`src/rtl/adc_stream_pkg.sv`:
```
// ---------------------------------------------------------------------------
// adc_stream_pkg
// Shared constants for the ADC capture stream unpacker.
//
// Packed word layout (32 bits, sent MSB byte first):
//   [31:30] merge location (index of the trigger sample, 2'b11 = none)
//   [29:20] sample 2
//   [19:10] sample 1
//   [9:0]   sample 0
// ---------------------------------------------------------------------------
package adc_stream_pkg;

  // The packing format fixes the sample width at 10 bits.
  localparam int SAMPLE_W         = 10;
  localparam int WORD_W           = 32;
  localparam int BYTES_PER_WORD   = 4;
  localparam int SAMPLES_PER_WORD = 3;

  // Bit offsets of the fields inside a packed word
  localparam int SAMPLE0_OFS = 0;
  localparam int SAMPLE1_OFS = 10;
  localparam int SAMPLE2_OFS = 20;
  localparam int LOC_OFS     = 30;

  // Merge location value meaning "trigger not in this word"
  localparam logic [1:0] LOC_NONE = 2'b11;

  // Unpacker FSM encoding
  typedef logic [1:0] state_t;
  localparam state_t ST_COLLECT = 2'd0;
  localparam state_t ST_EMIT    = 2'd1;
  localparam state_t ST_DONE    = 2'd2;

endpackage

```
`src/rtl/adc_word_assembler.sv`:
```
// ---------------------------------------------------------------------------
// adc_word_assembler
// Collects four stream bytes (first byte = most significant) into one
// 32-bit packed word.
//
// Ports:
//   clk            sole clock
//   reset_i        asynchronous active-high reset
//   clear_i        synchronous restart, drops any partial word
//   byte_i         stream byte
//   byte_accept_i  byte_i is consumed this cycle
//   word_valid_o   combinational pulse: the 4th byte is consumed this cycle
//   word_o         last completed word, held until the next one completes
// ---------------------------------------------------------------------------
module adc_word_assembler (
  input  logic        clk,
  input  logic        reset_i,
  input  logic        clear_i,
  input  logic [7:0]  byte_i,
  input  logic        byte_accept_i,
  output logic        word_valid_o,
  output logic [31:0] word_o
);

  import adc_stream_pkg::*;

  logic [23:0]       shift_q;
  logic [1:0]        byte_cnt_q;
  logic [WORD_W-1:0] word_q;
  logic              last_byte;

  // The word is complete when the final byte of the group is consumed
  always_comb begin
    last_byte = byte_accept_i && (byte_cnt_q == 2'(BYTES_PER_WORD - 1));
  end

  // The first three bytes build up in shift_q; the fourth byte is combined
  // with them directly into word_q so the word is ready one edge after the
  // last byte. byte_cnt_q wraps 3 -> 0 naturally.
  always_ff @(posedge clk or posedge reset_i) begin
    if (reset_i) begin
      shift_q    <= '0;
      byte_cnt_q <= '0;
      word_q     <= '0;
    end else if (clear_i) begin
      shift_q    <= '0;
      byte_cnt_q <= '0;
      word_q     <= '0;
    end else if (byte_accept_i) begin
      shift_q    <= {shift_q[15:0], byte_i};
      byte_cnt_q <= byte_cnt_q + 2'd1;
      if (last_byte) begin
        word_q <= {shift_q, byte_i};
      end
    end
  end

  assign word_valid_o = last_byte;
  assign word_o       = word_q;

endmodule

```
`src/rtl/adc_stream_unpack.sv`:
```
// ---------------------------------------------------------------------------
// adc_stream_unpack
// Consumer end of the ADC capture byte stream: rebuilds packed words and
// emits the three 10-bit samples of each word in capture order, flagging the
// trigger sample and counting samples.
//
// Ports:
//   clk              sole clock
//   reset_i          asynchronous active-high reset
//   clear_i          synchronous restart (wins over every other event)
//   max_samples_i    sample limit, 0 = unlimited
//   byte_i/byte_valid_i/byte_ready_o          input byte stream
//   sample_o/sample_valid_o/sample_ready_i    output sample stream
//   sample_trig_o    current sample_o is the trigger sample
//   trig_seen_o      sticky, trigger sample has been emitted
//   pretrig_count_o  samples emitted before the trigger sample
//   sample_count_o   samples emitted since reset/clear (saturating)
//   done_o           sticky, sample limit reached
// SAMPLE_W must stay 10; the packed word layout depends on it.
// ---------------------------------------------------------------------------
module adc_stream_unpack #(
  parameter int SAMPLE_W = 10,
  parameter int COUNT_W  = 32
) (
  input  logic                clk,
  input  logic                reset_i,
  input  logic                clear_i,
  input  logic [COUNT_W-1:0]  max_samples_i,
  input  logic [7:0]          byte_i,
  input  logic                byte_valid_i,
  output logic                byte_ready_o,
  output logic [SAMPLE_W-1:0] sample_o,
  output logic                sample_valid_o,
  input  logic                sample_ready_i,
  output logic                sample_trig_o,
  output logic                trig_seen_o,
  output logic [COUNT_W-1:0]  pretrig_count_o,
  output logic [COUNT_W-1:0]  sample_count_o,
  output logic                done_o
);

  import adc_stream_pkg::*;

  state_t             state_q, state_d;
  logic [1:0]         idx_q, idx_d;
  logic [COUNT_W-1:0] count_q, count_d;
  logic [COUNT_W-1:0] pretrig_q, pretrig_d;
  logic               trig_seen_q, trig_seen_d;
  logic               done_q, done_d;

  logic               byte_accept;
  logic               word_valid;
  logic [31:0]        word;
  logic [1:0]         loc;
  logic               trig_now;
  logic               sample_accept;
  logic [COUNT_W-1:0] count_inc;

  adc_word_assembler u_assembler (
    .clk           (clk),
    .reset_i       (reset_i),
    .clear_i       (clear_i),
    .byte_i        (byte_i),
    .byte_accept_i (byte_accept),
    .word_valid_o  (word_valid),
    .word_o        (word)
  );

  // Handshake qualifiers and the trigger decode. The trigger can only fire
  // once per run: after trig_seen is set, later merge locations are ignored.
  // The sample count saturates at all-ones instead of wrapping.
  always_comb begin
    byte_accept   = byte_valid_i && (state_q == ST_COLLECT);
    loc           = word[LOC_OFS +: 2];
    trig_now      = (state_q == ST_EMIT) && !trig_seen_q &&
                    (loc != LOC_NONE) && (idx_q == loc);
    sample_accept = (state_q == ST_EMIT) && sample_ready_i;
    count_inc     = (count_q == {COUNT_W{1'b1}}) ? count_q : count_q + 1'b1;
  end

  // Next-state logic. Reaching the limit jumps straight to DONE, discarding
  // whatever samples of the current word have not been emitted yet.
  // pretrig follows the count until the trigger sample goes out, at which
  // point it keeps the count from before that sample.
  always_comb begin
    state_d     = state_q;
    idx_d       = idx_q;
    count_d     = count_q;
    pretrig_d   = pretrig_q;
    trig_seen_d = trig_seen_q;
    done_d      = done_q;

    case (state_q)
      ST_COLLECT: begin
        if (word_valid) begin
          state_d = ST_EMIT;
          idx_d   = 2'd0;
        end
      end
      ST_EMIT: begin
        if (sample_accept) begin
          count_d = count_inc;
          if (trig_now) begin
            trig_seen_d = 1'b1;
            pretrig_d   = count_q;
          end
          if ((max_samples_i != '0) && (count_inc == max_samples_i)) begin
            done_d  = 1'b1;
            state_d = ST_DONE;
            idx_d   = 2'd0;
          end else if (idx_q == 2'(SAMPLES_PER_WORD - 1)) begin
            state_d = ST_COLLECT;
            idx_d   = 2'd0;
          end else begin
            idx_d = idx_q + 2'd1;
          end
        end
      end
      ST_DONE: begin
        state_d = ST_DONE;
      end
      default: begin
        state_d = ST_COLLECT;
        idx_d   = 2'd0;
      end
    endcase

    if (!trig_seen_d) begin
      pretrig_d = count_d;
    end
  end

  // State registers; clear_i restarts everything and overrides all
  // same-cycle activity
  always_ff @(posedge clk or posedge reset_i) begin
    if (reset_i) begin
      state_q     <= ST_COLLECT;
      idx_q       <= '0;
      count_q     <= '0;
      pretrig_q   <= '0;
      trig_seen_q <= 1'b0;
      done_q      <= 1'b0;
    end else if (clear_i) begin
      state_q     <= ST_COLLECT;
      idx_q       <= '0;
      count_q     <= '0;
      pretrig_q   <= '0;
      trig_seen_q <= 1'b0;
      done_q      <= 1'b0;
    end else begin
      state_q     <= state_d;
      idx_q       <= idx_d;
      count_q     <= count_d;
      pretrig_q   <= pretrig_d;
      trig_seen_q <= trig_seen_d;
      done_q      <= done_d;
    end
  end

  // Sample selection from the held word; only registers feed this mux so the
  // output is stable while the consumer stalls
  always_comb begin
    case (idx_q)
      2'd0:    sample_o = word[SAMPLE0_OFS +: SAMPLE_W];
      2'd1:    sample_o = word[SAMPLE1_OFS +: SAMPLE_W];
      2'd2:    sample_o = word[SAMPLE2_OFS +: SAMPLE_W];
      default: sample_o = '0;
    endcase
  end

  assign byte_ready_o    = (state_q == ST_COLLECT);
  assign sample_valid_o  = (state_q == ST_EMIT);
  assign sample_trig_o   = trig_now;
  assign trig_seen_o     = trig_seen_q;
  assign pretrig_count_o = pretrig_q;
  assign sample_count_o  = count_q;
  assign done_o          = done_q;

endmodule

```
`config.mk`:
```
export PLATFORM = sky130hd
export DESIGN_NAME = adc_stream_unpack
export DESIGN_NICKNAME = d
export VERILOG_FILES = /design/src/rtl/adc_stream_pkg.sv /design/src/rtl/adc_word_assembler.sv /design/src/rtl/adc_stream_unpack.sv
export SDC_FILE = /design/constraint.sdc
export NUM_CORES = 1
export LEC_CHECK = 0
export CAP_MARGIN = 40
export CORE_ASPECT_RATIO = 0.9
export CORE_MARGIN = 4
export CORE_UTILIZATION = 35
export CTS_CLUSTER_SIZE = 40
export DETAILED_ROUTE_END_ITERATION = 12
export GPL_TIMING_DRIVEN = 1
export HOLD_SLACK_MARGIN = 0.06
export PLACE_DENSITY_LB_ADDON = 0.2
export SLEW_MARGIN = 0
export SYNTH_ARGS = -nofsm -noshare
export SYNTH_HDL_FRONTEND = slang
export SYNTH_SLANG_ARGS = --single-unit
export TNS_END_PERCENT = 50
```
`constraint.sdc`:
```
create_clock -name clk -period 5.4 [get_ports clk]
set_input_delay 0.54 -clock clk [delete_from_list [all_inputs] [get_ports clk]]
set_output_delay 0.54 -clock clk [all_outputs]
set_load 0.01 [all_outputs]
```
==> impl_metrics.ini <==
[outcome]
status = finished clean

[setup_path]
end_kind = flip-flop
critPathMaxStageDelay_ns = 0.56
crit_chain = ha_1 > nand4_2 > or3_1 > o311ai_4 > o21a_2 > o22ai_1 > or4_4 > nor4_4 > a31oi_1
crit_fanout = 10
cp_top_family = simple AND/OR/NAND/NOR gates
cp.arrival_ns = 3.85
startpoint_type = flip-flop
slowest_stage = or3_1
critPathRequiredTime_ns = 5.70
path_class = reg -> reg
crit_buf_inv = 0

[placement]
gp_congestion = 0.9162
dp_hpwl_um = 18070
dpl_cell_area_mm2 = 0.009158
port-buffer-count = 123

[pwr]
internal_power_mw = 1.742
p_sw_mw = 0.6036
ir_drop_v = 0.0001974
power_density_mw_per_mm2 = 241.2
p_clk_share_pct = 48.0
power.leakage_nw = 3.963
comb_power_share_pct = 9.9
pwr-share-seq_pct = 42.1
switching_share_pct = 25.74

[synthesis]
ys_seq_area_share_pct = 41.16
yosysTopAreaCell = dfrtp_1
synthTopCellsByArea = dfrtp_1 (41%), nand2_1 (8.7%), xnor2_1 (5.3%)
syn-mean-instance-area_um2 = 8.646
synth_warnings = 0
syn_area_mm2 = 0.007781
synth-seq-cells = 128
ys.flop_type = dfrtp_1
netlist_instances = 900
yosysMostFrequentCell = nand2_1
synth_edf_count = 0
synth_top_area_share_pct = 41.16
synthTopCellsByCount = nand2_1 (181), dfrtp_1 (128), nor2_1 (104)
synth_cell_types = 73
synthesis.nets = 947
async_reset_ff_share_pct = 100.0

[sta]
period_needed_ns = 3.549
max_freq_mhz = 281.8
slew_headroom_pct = 45.77
setup-tns-final_ns = 0
rsz0062_at_grt = false
clock_skew_ns = 0.009677
hold_viol = 0
min_period_over_period_pct = 65.72
worst_slew_pin_slew_ns = 0.8065
slew_viol_final = 0
setup_violations = 0

[clocking]
cts_buffers = 17
cts_tree = yes
clkSlewWorstSetupHoldPaths_ns = 0.06
ctsHoldBuffers = 0
clkLatencyLatePin_ns = 0.43
clkSinkCount = 128
cts_max_path_buffers = 2
cts_resized = 0
clockRootBuffer = clkbuf_16
cts_setup_buffers = 0
htreeDepth = 4

[global_routing]
grt_max_degree = 81
antenna_found_initial = 0
grt_pass1_wl_um = 39960
grt_overflow_total = 0
grtUsageTotal_pct = 20.74
grt_pass1_vias = 7008

[finish]
fillers = 2168
syn_to_final_growth_pct = 24.97
stdcell_area_mm2 = 0.009724
final_layout_size_suffix_gt1_share_pct = 8.683
antenna_cells = 0
nNetsFinal = 1037

[floorplanning]
row_count = 51
die_x_um = 165.2
start_util_pct = 35.76
io_pins = 124
die_area_mm2 = 0.02468
fp.dieH_um = 149.5
core_area_mm2 = 0.02176

[drt]
dr.pass1.iters = 5
final_antenna_net_count = 0
vias = 7151
wl_um = 25240
dr.first_iter.drc_count = 719
routed_via_density = 5.531
post_drt_wl_per_cell_um = 19.52
drc_errors = 0

[flow_run]
max_cap_violations = 0

[min_path]
hp-class = reg -> reg
==> layer usage <==
metal | vias to the layer above | wire [µm] | track usage, %
met5 | - | 0 | 0
met4 | 0 | 548 | 6.362
met3 | 41 | 1897 | 4.737
met2 | 267 | 10600 | 29.18
met1 | 3494 | 12190 | 31.41
li1 | 3349 | - | -
==> path summary, 6_finish.rpt <==
| check | to | from | slack, ns | cells past startpoint |
|---|---|---|---|---|
| max in group asynchronous | sample_count_o[4]$_DFF_PP0_ | reset_i | 3.63 | 3 |
| max reg2reg | state_q[0]$_DFFE_PP0P_ | sample_count_o[1]$_DFF_PP0_ | 1.85 | 9 |
| min in group asynchronous | u_assembler.byte_cnt_q[1]$_DFFE_PP0P_ | reset_i | 0.64 | 2 |
| min | u_assembler.word_o[9]$_DFFE_PP0P_ | u_assembler.word_o[9]$_DFFE_PP0P_ | 0.46 | 2 |
| max | state_q[0]$_DFFE_PP0P_ | sample_count_o[1]$_DFF_PP0_ | 1.85 | 9 |
| min reg2reg | u_assembler.word_o[9]$_DFFE_PP0P_ | u_assembler.word_o[9]$_DFFE_PP0P_ | 0.46 | 2 |
==> kinds of logic (layout without fill, tap and decap cells) <==
| logic type | after synthesis | in the layout | share of synthesized area [%] |
|---|---|---|---|
| multiplexers | 20 | 20 | 2.589 |
| flip-flops | 128 | 128 | 41.16 |
| XOR/XNOR | 78 | 78 | 8.779 |
| adder cells (fa/ha/maj) | 2 | 2 | 0.3215 |
| buffers and inverters | 80 | 182 | 6.030 |
| AND/OR/NAND/NOR | 439 | 439 | 27.54 |
| AO/OA/AOI/OAI | 153 | 153 | 13.57 |
==> cell usage in the layout, fill, tap and decap left out, drive strengths merged, types with 6 or more instances in the layout <==
cell type	count
mux2i	19
clkdlybuf4s50	122
nand3	22
and4	8
a31oi	6
inv	9
buf	20
nor3	20
a21oi	47
a311oi	7
and3	8
o22ai	8
dfrtp	128
a2111oi	8
o221a	7
nor4	18
clkbuf	22
xnor2	47
and2	7
nor2	104
nand4	48
o21ai	26
xor2	31
nand2	182
o21a	8
clkinv	6
==> worst min-delay path: stages (launching register included) <==
cell     delay, ns
dfrtp_1       0.34
nand2_1       0.05
nand2_1       0.05
==> layout make-up <==
type	instances	area (µm²)	share of cell area, %
multi-input combinational	692	4114	42.31
sequential	128	3203	32.94
timing repair buffer	142	1438	14.78
clock buffer	22	484.2	4.979
tap	291	364.1	3.744
clock inverter	9	82.58	0.8492
inverter	9	38.79	0.3989
==> metrics by stage <==
| stage | hold WS, ns | total power [mW] | cells | util (%) | setup WS, ns |
|---|---|---|---|---|---|
| final | 0.4649 | 2.345 | 1293 | 44.69 | 1.851 |
| after floorplan | 0.4380 | 1.122 | 900 | - | 1.447 |
| after detailed placement | 0.4550 | 1.238 | 1262 | 42.09 | 1.889 |
| after global routing | 0.4882 | 2.429 | 1293 | 44.69 | 1.658 |
| after CTS | 0.4679 | 2.365 | 1293 | 44.69 | 1.894 |
| after global placement | 0.4494 | 1.229 | 1256 | 41.56 | 1.561 |
==> flip-flops by register name, indices dropped and copies added, names as in the netlist <==
register                flops
u_assembler.byte_cnt_q      2
state_q                     2
pretrig_count_o            32
u_assembler.word_o         32
idx_q                       2
done_o                      1
sample_count_o             32
trig_seen_o                 1
u_assembler.shift_q        24
==> power groups by stage <==
stage / registers, mW / clock network [mW] / logic, mW
floorplan: 1.00 / 0 / 0.121
global placement: 1.01 / 0 / 0.223
detailed placement: 1.00 / 0 / 0.233
CTS: 0.987 / 1.14 / 0.234
global route: 0.989 / 1.18 / 0.255
finish: 0.987 / 1.13 / 0.233
Power figures use the tool's default switching activity.
